File: config.mk
export PLATFORM = sky130hd
export DESIGN_NAME = seg_disp
export DESIGN_NICKNAME = d
export VERILOG_FILES = /design/src/rtl/seg_disp.sv
export SDC_FILE = /design/constraint.sdc
export NUM_CORES = 1
export LEC_CHECK = 0
export ABC_AREA = 0
export CAP_MARGIN = 20
export CORE_MARGIN = 1.5
export CORE_UTILIZATION = 47
export CTS_CLUSTER_DIAMETER = 200
export DETAILED_ROUTE_END_ITERATION = 7
export PLACE_DENSITY = 0.67
export SYNTH_ARGS = -nofsm -noshare
export SYNTH_HDL_FRONTEND = slang
export SYNTH_SLANG_ARGS = --single-unit
File: constraint.sdc
create_clock -name clk -period 5.3 [get_ports clk]
set_input_delay 1.06 -clock clk [delete_from_list [all_inputs] [get_ports clk]]
set_output_delay 1.06 -clock clk [all_outputs]
set_load 0.03 [all_outputs]
File: src/rtl/seg_disp.sv
// 4-digit multiplexed 7-segment back-end: samples value/flag, converts via sequential double-dabble, scans digits.
// Optional build macro SEG_ZERO_BLANK_EN enables leading-zero blanking.
module seg_disp #(
    parameter int REFRESH_CYCLES = 5_000_000,
    parameter int SCAN_DIV       = 50_000
) (
    input  logic        clk,
    input  logic        rst,
    input  logic [15:0] data_in,
    input  logic        flag,
    output logic [7:0]  seg,
    output logic [3:0]  an
);

    // state | meaning
    // IDLE  | waiting for refresh tick; inputs captured on tick
    // LOAD  | operand into shift register, BCD cleared
    // SHIFT | 16 add-3/shift steps
    // DONE  | BCD digits, mode and sign copied to display registers
    typedef enum logic [1:0] {IDLE, LOAD, SHIFT, DONE} state_t;

    localparam int REF_W  = (REFRESH_CYCLES > 1) ? $clog2(REFRESH_CYCLES) : 1;
    localparam int SCAN_W = (SCAN_DIV > 1) ? $clog2(SCAN_DIV) : 1;
    localparam logic [REF_W-1:0]  REF_LAST  = REF_W'(REFRESH_CYCLES - 1);
    localparam logic [SCAN_W-1:0] SCAN_LAST = SCAN_W'(SCAN_DIV - 1);

    state_t             state, state_nxt;
    logic [REF_W-1:0]   ref_cnt;
    logic [SCAN_W-1:0]  scan_cnt;
    logic [1:0]         dig_idx;
    logic               tick;

    logic [15:0]        mag;
    logic [3:0]         frac;
    logic [13:0]        temp_op, light_op, operand;
    logic               unused_mag_hi;

    logic [13:0]        op_q;
    logic               neg_q, mode_q;
    logic [15:0]        sh, bcd, bcd_adj;
    logic [3:0]         shift_cnt;

    logic [15:0]        disp_dig;
    logic               disp_mode, disp_neg, disp_valid;
    logic [3:0]         blank_mask;
    logic [3:0]         cur_dig;
    logic [7:0]         seg_nxt;
    logic [3:0]         an_nxt;

    always_ff @(posedge clk) begin
        if (rst) begin
            ref_cnt <= '0;
        end else if (ref_cnt == REF_LAST) begin
            ref_cnt <= '0;
        end else begin
            ref_cnt <= ref_cnt + REF_W'(1);
        end
    end

    assign tick = (ref_cnt == '0);

    // Temperature: integer part is limited to mag[10:4]; operand is in tenths of a degree.
    always_comb begin
        mag      = data_in[15] ? (~data_in + 16'd1) : data_in;
        frac     = 4'(({4'd0, mag[3:0]} * 8'd10) >> 4);
        temp_op  = {7'd0, mag[10:4]} * 14'd10 + {10'd0, frac};
        if (data_in[15] && (temp_op > 14'd999)) begin
            temp_op = 14'd999;
        end
        light_op = (data_in > 16'd9999) ? 14'd9999 : data_in[13:0];
        operand  = flag ? temp_op : light_op;
    end

    assign unused_mag_hi = ^mag[15:11];

    always_ff @(posedge clk) begin
        if (rst) begin
            state <= IDLE;
        end else begin
            state <= state_nxt;
        end
    end

    always_comb begin
        state_nxt = state;
        case (state)
            IDLE:    if (tick) state_nxt = LOAD;
            LOAD:    state_nxt = SHIFT;
            SHIFT:   if (shift_cnt == 4'd0) state_nxt = DONE;
            DONE:    state_nxt = IDLE;
            default: state_nxt = IDLE;
        endcase
    end

    always_comb begin
        bcd_adj = bcd;
        for (int i = 0; i < 4; i++) begin
            if (bcd[i*4 +: 4] >= 4'd5) begin
                bcd_adj[i*4 +: 4] = bcd[i*4 +: 4] + 4'd3;
            end
        end
    end

    always_ff @(posedge clk) begin
        if (rst) begin
            op_q       <= '0;
            neg_q      <= 1'b0;
            mode_q     <= 1'b0;
            sh         <= '0;
            bcd        <= '0;
            shift_cnt  <= '0;
            disp_dig   <= '0;
            disp_mode  <= 1'b0;
            disp_neg   <= 1'b0;
            disp_valid <= 1'b0;
        end else begin
            case (state)
                IDLE: begin
                    if (tick) begin
                        op_q   <= operand;
                        neg_q  <= flag & data_in[15];
                        mode_q <= flag;
                    end
                end
                LOAD: begin
                    sh        <= {2'b00, op_q};
                    bcd       <= '0;
                    shift_cnt <= 4'd15;
                end
                SHIFT: begin
                    {bcd, sh} <= {bcd_adj[14:0], sh, 1'b0};
                    shift_cnt <= shift_cnt - 4'd1;
                end
                DONE: begin
                    disp_dig   <= bcd;
                    disp_mode  <= mode_q;
                    disp_neg   <= neg_q;
                    disp_valid <= 1'b1;
                end
                default: ;
            endcase
        end
    end

    always_ff @(posedge clk) begin
        if (rst) begin
            scan_cnt <= '0;
            dig_idx  <= '0;
        end else if (scan_cnt == SCAN_LAST) begin
            scan_cnt <= '0;
            dig_idx  <= dig_idx + 2'd1;
        end else begin
            scan_cnt <= scan_cnt + SCAN_W'(1);
        end
    end

    function automatic logic [7:0] digit_pat(input logic [3:0] d);
        case (d)
            4'd0:    digit_pat = 8'hC0;
            4'd1:    digit_pat = 8'hF9;
            4'd2:    digit_pat = 8'hA4;
            4'd3:    digit_pat = 8'hB0;
            4'd4:    digit_pat = 8'h99;
            4'd5:    digit_pat = 8'h92;
            4'd6:    digit_pat = 8'h82;
            4'd7:    digit_pat = 8'hF8;
            4'd8:    digit_pat = 8'h80;
            4'd9:    digit_pat = 8'h90;
            default: digit_pat = 8'hFF;
        endcase
    endfunction

`ifdef SEG_ZERO_BLANK_EN
    logic lz3, lz2, lz1;
    assign lz3 = (disp_dig[15:12] == 4'd0);
    assign lz2 = lz3 && (disp_dig[11:8] == 4'd0);
    assign lz1 = lz2 && (disp_dig[7:4] == 4'd0);
    // Temperature only ever blanks the tens digit; d3 is the sign position.
    assign blank_mask = disp_mode ? {1'b0, (disp_dig[11:8] == 4'd0), 2'b00}
                                  : {lz3, lz2, lz1, 1'b0};
`else
    assign blank_mask = 4'b0000;
`endif

    always_comb begin
        cur_dig = disp_dig[{dig_idx, 2'b00} +: 4];
        seg_nxt = digit_pat(cur_dig);
        an_nxt  = ~(4'b0001 << dig_idx);
        if (!disp_valid || blank_mask[dig_idx]) begin
            seg_nxt = 8'hFF;
        end else if (disp_mode) begin
            if (dig_idx == 2'd3) begin
                seg_nxt = disp_neg ? 8'hBF : 8'hFF;
            end else if (dig_idx == 2'd1) begin
                seg_nxt = seg_nxt & 8'h7F;
            end
        end
    end

    always_ff @(posedge clk) begin
        if (rst) begin
            seg <= 8'hFF;
            an  <= 4'hF;
        end else begin
            seg <= seg_nxt;
            an  <= an_nxt;
        end
    end

endmodule

Word-level counts from Yosys, hierarchy flattened --
Memory sizes are Yosys's and may differ from the RTL's. Cells that the tools add are included.
Word-level totals: input port bits 19, flip-flop bits (word level) 126, memories 1, ROM bits 112
Memory list:
- (name not given) | words 16, width 7, rd ports 1, clocked after memory_dff 0, write ports 0, line 158 | case (d)
Cells by class: multipliers 2, shifts and indexed selects 2, reduce and logical (&&, ||, !) cells 12, muxes and demuxes 20, $lt $le $gt $ge 7, eq/ne operators 9, add/subtract/negate cells 10, bitwise gates (word level) 3
Operators with widths (count):
- $pmux 16 s2 | 2
- $mux 14 | 2
- $mux 8 | 3
- $add 23x1->23 const B | 1
- $eq 23x23->1 const B | 1
- $logic_not 23->1 | 1
- $add 16x1->16 const B | 1
- $eq 16x16->1 const B | 1
- $ge 4x3->1 const B | 4
- $gt 16x14->1 const B | 1
- $shiftx 16x5->4 | 1
- $add 11x4->12 | 1
- $add 4x2->4 const B | 3
- $gt 12x10->1 const B | 1
- $mux 12 | 1
- $mux 4 | 3
- $add 11x1->11 const B | 1
- $mux 11 | 1
- $not 11->11 | 1
- $mul 7x3->10 const B | 1
- $pmux 2 s4 | 1
- $pmux 4 s2 | 1
- $mul 4x3->7 const B | 1
- $mux 7 | 1
- other kinds (22) | 30

Logic depth before layout (Yosys ltp) --
Gate-level depths: netlist of the first run.
depth after elaboration 9, depth in mapped cells 18, mapped depth without buffers 17

Worst setup path after synthesis of the first run --
No wires, ideal clock.
kind input port to flip-flop, start point input port data_in[15], end point register op_q[4], path buffers 2, stages 18, arrival 5.416 ns, path slack -0.190 ns, path through clkbuf_1 -> clkbuf_1 -> o31ai_1 -> xor2_1 -> inv_1 -> ha_1 -> ha_1 -> fa_1 -> ha_1 -> fa_1 -> a21oi_1 -> or3_1 -> nor4b_1 -> or4bb_1 -> a31oi_1 -> nor4_2 -> or4_1 -> a31oi_1
On the way: cells in the longest elaborated chain, start to end 7, elaborated cells on any way between the ends 10
RTL lines:
- start: declaration | line 9 | input logic [15:0] data_in,
- $mux 11 | line 64 | mag = data_in[15] ? (~data_in + 16'd1) : data_in;
- $mul 7x3->10 or $mul 4x3->7 (tied branches) | line 66, 65
- $add 11x4->12 | line 66 | temp_op = {7'd0, mag[10:4]} * 14'd10 + {10'd0, frac};
- $gt 12x10->1 | line 67 | if (data_in[15] && (temp_op > 14'd999)) begin
- $logic_and 1x1->1 | line 67
- $mux 12 | line 67
- $mux 14 (*) | line 71 | operand = flag ? temp_op : light_op;
- end signal: assignment | line 120 | op_q <= operand;
- end: declaration | line 38 | logic [13:0] op_q;
Mark *: on every way between the ends. The rest lies on a longest branch, timed or not. A chain may end at the register's enable or synchronous reset.

Worst setup path after layout of the first run --
Ends and elaborated chain as after synthesis.

==> results of run 1 <==
==> per-layer routing <==
metal  wire [microns]  GRT usage  part of all wire  up-vias
met2             6921     0.3457              0.48       69
met4              172    0.06544             0.012        0
met1             6837     0.2562              0.48     2608
met5                0          0                 0        -
met3              380    0.04840             0.027       14
li1                 -          -                 -     2822
==> power groups by stage <==
stage	logic [mW]	clock network [mW]	registers, mW
after floorplan	0.633	0	1.11
after global placement	0.863	0	1.11
after detailed placement	0.885	0	1.12
after CTS	0.898	1.18	1.10
after global routing	1.03	1.23	1.11
final	0.923	1.16	1.10
==> flip-flops by register name (all words and copies together), names as in the netlist <==
| signal | count |
|---|---|
| seg | 8 |
| disp_neg | 1 |
| dig_idx | 2 |
| an | 4 |
| disp_mode | 1 |
| op_q | 14 |
| sh | 16 |
| shift_cnt | 4 |
| bcd | 16 |
| mode_q | 1 |
| ref_cnt | 23 |
| disp_valid | 1 |
| scan_cnt | 16 |
| disp_dig | 16 |
| state | 2 |
| neg_q | 1 |
==> final timing paths <==
check | startpoint | to | slack (ns) | cells after the start
max | data_in[15] | op_q[4] | 0.22 | 18
min | op_q[5] | op_q[5] | 0.45 | 2
max reg2reg | ref_cnt[15] | op_q[4] | 2.57 | 6
min reg2reg | op_q[5] | op_q[5] | 0.45 | 2
==> through the flow <==
step	TNS (ns)	hold WS (ns)	setup WS [ns]
floorplan	0	0.4149	0.02550
global placement	-2.421	0.4272	-0.4812
detailed placement	-3.894	0.4421	-0.6020
CTS	0	0.4516	0.004821
global route	0	0.4718	0.04833
finish	0	0.4484	0.2153
==> cell type report <==
class                   instances  area share
flip-flops and latches        126      0.3102
repair buffers                 84     0.08618
inverters                      31     0.01431
well taps                     180     0.02770
clock inverters                 6     0.01323
multi-input cells             581      0.4886
clock buffers                  25     0.05971
==> kinds of logic after synthesis <==
logic type | count (synthesis)
simple gates | 306
flops | 126
xor+xnor | 60
buf+inv | 63
mux | 42
compound gates | 132
fa+ha+maj | 41
==> worst max-delay path, delay by kind of cell <==
kind                       cells  cell delay, ns
adders and majority gates      5            1.55
and+or+nand+nor                5            1.26
buffers and inverters          3            0.76
AOI/OAI and AO/OA              4            0.60
xor gates and xnor gates       1            0.19
==> repair_timing <==
item | in CTS | in global routing
gates resized for setup | 8 | 17
buffers inserted | 2 | 0
pin swaps | 2 | 5
setup endpoints to repair | 5 | 6
==> cells in the final DEF, fill, tap and decap left out, types with 3 or more instances in the layout <==
master / count
and3_1: 4
a211oi_1: 15
mux4_2: 3
xor2_1: 34
mux2i_1: 37
nand4_1: 6
dfxtp_1: 126
nor3_1: 11
nand2_1: 67
and2_1: 3
nor4_1: 6
o211ai_1: 8
clkbuf_8: 3
nor2_1: 123
xnor2_1: 23
o21ai_0: 29
and4_1: 3
a32oi_1: 3
ha_1: 37
clkdlybuf4s50_1: 26
nor2b_1: 6
bufinv_16: 3
or4_4: 3
inv_1: 30
or3_1: 8
a21oi_1: 36
clkbuf_1: 5
nand3_1: 32
buf_4: 54
clkbuf_16: 17
a22oi_1: 8
a221oi_1: 3
nand2b_1: 16
==> summary.txt, run 1 <==
outcome -> completed
most frequent cells after synthesis -> dfxtp_1 (126), nor2_1 (123), nand2_1 (67)
post-synthesis mux area share -> 0.06987
cts bufs inserted -> 17
sequential share of power -> 0.345
power density over the cells -> 391.5 nW/um^2
Hold Fails Final Rpt -> 0
area share of and/or/nand/nor cells after synthesis -> 0.2180
Worst Tran Pin Value -> 1.136 ns
vias post-DR -> 5,513
worst min path class -> reg -> reg
Yosys cell types -> 63
# clock sinks -> 126
cells along the critical path -> clkdlybuf4s50_1 -> o31ai_2 -> xor2_1 -> inv_1 -> ha_1 -> ha_1 -> fa_1 -> ha_1 -> fa_2 -> a21oi_2 -> or3_4 -> nor4b_2 -> buf_4 -> or4bb_4 -> a31oi_4 -> nor4_4 -> or4_4 -> a31oi_1
layout cell share with drive strength beyond 1 -> 0.1313
1st-pass router iterations -> 4
adder-cell share of the synthesized area -> 0.08126
Synth Area in Compound Gates -> 0.1304
Slew headroom -> 0.2427
Post-Syn Area -> 6590 sq um
post-route minimum period -> 5.085 ns
Final setup viols -> 0
first-pass GRT wire length -> 24,010 microns
post-synthesis register bit count -> 126
ANT nets after route -> 0
CTS Hold Bufs -> 0
Slowest-stage cell, CP -> clkdlybuf4s50_1
largest net degree at the start of global routing -> 41
GRT overflow -> 0
Synth Flop Type -> dfxtp_1
H-tree Lvls -> 4
# IOs -> 31
number of antenna violations at the first check in global routing -> 0
Root Buffer -> clkbuf_16
LEAKAGE -> 3.055 nW
Post-synth EDFFs -> 0
Gate power share -> 0.290
number of diodes -> 0
synth warn -> 0
TritonCTS clock tree -> done
CTS clk-pin slew, worst paths -> 0.05 ns
total power -> 3.183 mW
Port-buffer cells -> 30
via/cell ratio -> 5.337
fin area -> 8130 sq um
Worst EP required -> 5.64 ns
flip-flop and latch area -> 2522 sq um
dpl cells -> 1,000
Site Rows -> 43
maximum fanout along the worst path -> 4
vias in the first global route -> 5,184
Max Slew Vio Count -> 0
WP data arrival -> 5.42 ns
Post-Synth XOR/XNOR Area -> 0.08183
crit end category -> register
Setup Skew -> 0.007404 ns
critical path class -> in -> reg
worst skew pair latency -> 0.41 ns
post-synth top area cell -> dfxtp_1
Syn Area/Cell -> 8.559 sq um
Sw Share -> 0.3091
Seq/Total Area, Yosys -> 0.3828
Post-Syn Instances -> 770
DRT iter0 DRCs -> 259
Die Wd -> 121.4 microns
fin crit share -> 0.9594
CP Launch Type -> input pin
synthesis-to-finish area growth -> 23.37%
RSZ-0062 raised after global routing -> false
initial core utilization -> 0.4785
Core Box Area -> 13,770 sq um
HPWL Detailed -> 10,360 microns
gpl congestion -> 0.8088
CP max stage delay -> 0.55 ns
Final Util -> 0.5903
fill count -> 1,258
FMAX -> 196.7 MHz
most frequent CP cell -> ha_1
gr usage total -> 0.2044
Async SR Flop Fraction -> 0
area occupied by multi-input gates -> 3973 sq um
top cell type's share of synthesized area -> 0.3828
CTS Buffer Depth -> 2
combinational family with the most area after synthesis -> simple AND/OR/NAND/NOR gates
Die Area -> 14,740 sq um
nets -> 901
internal power -> 2.199 mW
most common cell in the synthesized netlist -> dfxtp_1
Post-route DRC -> 0
Layout Cells excl Fill -> 1,033
maximum VDD drop -> 248.1 uV
die height -> 121.4 microns
DR WL/cell -> 13.85 microns
Switching Power -> 983.8 uW
post-placement cell area -> 7396 sq um
max_cap viols -> 0
Net Count, Synth -> 830
clock network power share -> 0.364
Routed WL -> 14,310 microns
largest cells by area after synthesis -> dfxtp_1 (38%), ha_1 (7.2%), nor2_1 (7.0%)
Note: power is estimated with default switching activity, not from simulation.
==> run 2: changes to the inputs <==
CAP_MARGIN = 25   (was 20)
CORE_UTILIZATION = 28   (was 47)
GPL_ROUTABILITY_DRIVEN = 1   (was not set)
PLACE_DENSITY = not set   (was 0.67)
==> run 2 against run 1 <==
Against the previous run: clock power hardly changed; combinational power is 1% lower; sequential power hardly changed; critical path type unchanged.
==> summary.txt, run 2 (synthesized netlist as in run 1, its figures left out) <==
# IOs -> 31 (unchanged)
maximum fanout along the worst path -> 4 (unchanged)
# clock sinks -> 126 (unchanged)
maximum VDD drop -> 235.3 uV (-5.2%)
HPWL Detailed -> 9798 microns (-5.5%)
DR WL/cell -> 11.81 microns (-15%)
Max Slew Vio Count -> 0 (unchanged)
Largest Register -> ref_cnt
die height -> 156.4 microns (+29%)
Gate power share -> 0.289 (about the same)
R2R Path Start -> ref_cnt[15]
max_cap viols -> 0 (unchanged)
power density over the cells -> 378.5 nW/um^2 (-3.3%)
critical path class -> in -> reg
total power -> 3.157 mW (-0.82%)
FF-to-FF path depth -> 6 (unchanged)
gpl congestion -> 0.7670 (-5.2%)
1st-pass router iterations -> 4 (unchanged)
outcome -> completed
Setup Skew -> 0.007303 ns (-0.0001008 ns)
Hold Path Depth -> 2 (unchanged)
Switching Power -> 1.007 mW (+2.4%)
fin area -> 8341 sq um (+2.6%)
number of antenna violations at the first check in global routing -> 0 (unchanged)
Hold Fails Final Rpt -> 0 (unchanged)
ANT nets after route -> 0 (unchanged)
Site Rows -> 55 (+28%)
Port-buffer cells -> 30 (unchanged)
Die Wd -> 156.4 microns (+29%)
vias in the first global route -> 5,076 (-2.1%)
crit path to -> op_q[4]
CP Launch Type -> input pin
CTS Buffer Depth -> 2 (unchanged)
synthesis-to-finish area growth -> 26.56%
nets -> 907 (+0.67%)
number of diodes -> 0 (unchanged)
layout cell share with drive strength beyond 1 -> 0.1395 (+0.008234)
clock network power share -> 0.363 (about the same)
post-placement cell area -> 7622 sq um (+3.1%)
TritonCTS clock tree -> done
Worst Tran Pin Value -> 0.7184 ns (-0.4175 ns)
most frequent cells in the layout -> dfxtp_1 (126), nor2_1 (123), nand2_1 (67)
vias post-DR -> 5,348 (-3.0%)
via/cell ratio -> 4.559 (-15%)
Core Box Area -> 22,850 sq um (+66%)
Slew headroom -> 0.5208 (+0.2781)
CTS clk-pin slew, worst paths -> 0.06 ns (about the same)
Root Buffer -> clkbuf_16
flop2flop setup slack -> 2.60 ns (+0.03 ns)
Worst EP required -> 5.64 ns (about the same)
crit end category -> register
worst skew pair latency -> 0.42 ns (about the same)
TNS Setup -> 0 ns (unchanged)
gr usage total -> 0.1205 (-0.08392)
max reg flops -> 23 (unchanged)
commonest non-fill, non-tap cell in the layout -> dfxtp_1
Sw Share -> 0.3191 (+0.01001)
internal power -> 2.149 mW (-2.3%)
post-route minimum period -> 5.108 ns (+0.02339 ns)
Post-route DRC -> 0 (unchanged)
Setup crit start -> data_in[3]
largest net degree at the start of global routing -> 68 (+66%)
Routed WL -> 13,860 microns (-3.2%)
WP data arrival -> 5.45 ns (+0.03 ns)
Die Area -> 24,470 sq um (+66%)
FMAX -> 195.8 MHz (-0.46%)
H-tree Lvls -> 4 (unchanged)
cts bufs inserted -> 17 (unchanged)
fin crit share -> 0.9638 (+0.004414)
LEAKAGE -> 3.079 nW (+0.79%)
RR Endpoint -> op_q[4]
sequential share of power -> 0.348 (+0.003)
worst min path class -> reg -> reg
initial core utilization -> 0.2884 (-0.1900)
fill count -> 2,340 (+86%)
GRT overflow -> 0 (unchanged)
DRT iter0 DRCs -> 268 (+3.5%)
Final setup viols -> 0 (unchanged)
first-pass GRT wire length -> 23,860 microns (-0.60%)
==> run 2: cell types whose count changed in the layout (fill, tap and decap cells not counted), sizes merged <==
cell          before  now
dlymetal6s2s       1    3
clkinv             3    7
buf               55   61
clkinvlp           1    4
bufinv             3    2
dlygate4sd2        2    0
clkbuf            25   20
==> run 2: layout make-up <==
cell class              instances  area [sq um]  share of cell area
repair buffers                 90         760.7             0.09121
well taps                     313         391.6             0.04695
inverters                      31         116.4             0.01395
clock buffers                  20         456.7             0.05476
clock inverters                12         138.9             0.01665
flip-flops and latches        126          2522              0.3024
multi-input cells             581          3954              0.4740
==> run 2: how the worst min path moves through the flow <==
stage | startpoint | to | slack, ns
2_1_floorplan | op_q[5] | op_q[5] | 0.41
3_3_place_gp | scan_cnt[0] | scan_cnt[0] | 0.43
3_5_place_dp | op_q[5] | op_q[5] | 0.44
4_1_cts | op_q[5] | op_q[5] | 0.44
5_1_grt | scan_cnt[0] | scan_cnt[0] | 0.47
6_report | op_q[5] | op_q[5] | 0.44
==> run 2: power by group through the flow <==
stage               clock network (mW)  logic [mW]  registers, mW
finish                            1.14       0.913           1.10
global route                      1.22        1.02           1.11
detailed placement                   0       0.894           1.12
floorplan                            0       0.633           1.11
global placement                     0       0.875           1.12
CTS                               1.17       0.903           1.10
==> run 2: per-stage QoR <==
stage	hold WS (ns)	util	std cells	worst slack, ns
finish	0.4422	0.3651	1173	0.1919
global route	0.4720	0.3651	1173	-0.01119
CTS	0.4443	0.3612	1173	0.01198
detailed placement	0.4350	0.3336	1140	-0.4831
global placement	0.4309	0.3330	1139	-0.3955
floorplan	0.4149	-	770	0.02550
==> run 2: what timing repair did <==
action / in CTS / in global routing
gates cloned: 0 / 0
hold buffers: 0 / 0
pin swaps: 1 / 7
endpoints found under the setup margin: 1 / 6
setup buffers: 1 / 0
gates resized for setup: 5 / 15
==> run 2: critical path: stages <==
cell             delay, ns
clkdlybuf4s50_1       0.42
or4_4                 0.56
o41ai_4               0.22
xor2_1                0.22
inv_1                 0.10
ha_4                  0.25
ha_4                  0.16
fa_2                  0.53
nand2_1               0.07
or3_4                 0.38
nand3_1               0.08
or4bb_4               0.54
a31oi_4               0.18
nor4_4                0.08
or4_1                 0.46
a31oi_1               0.13
==> run 2: layer usage <==
layer,track usage,vias up,share of wire
met2,0.1947,52,0.46
met1,0.1567,2445,0.51
met5,0,-,0
met3,0.02631,12,0.024
li1,-,2839,-
met4,0.04535,0,0.014
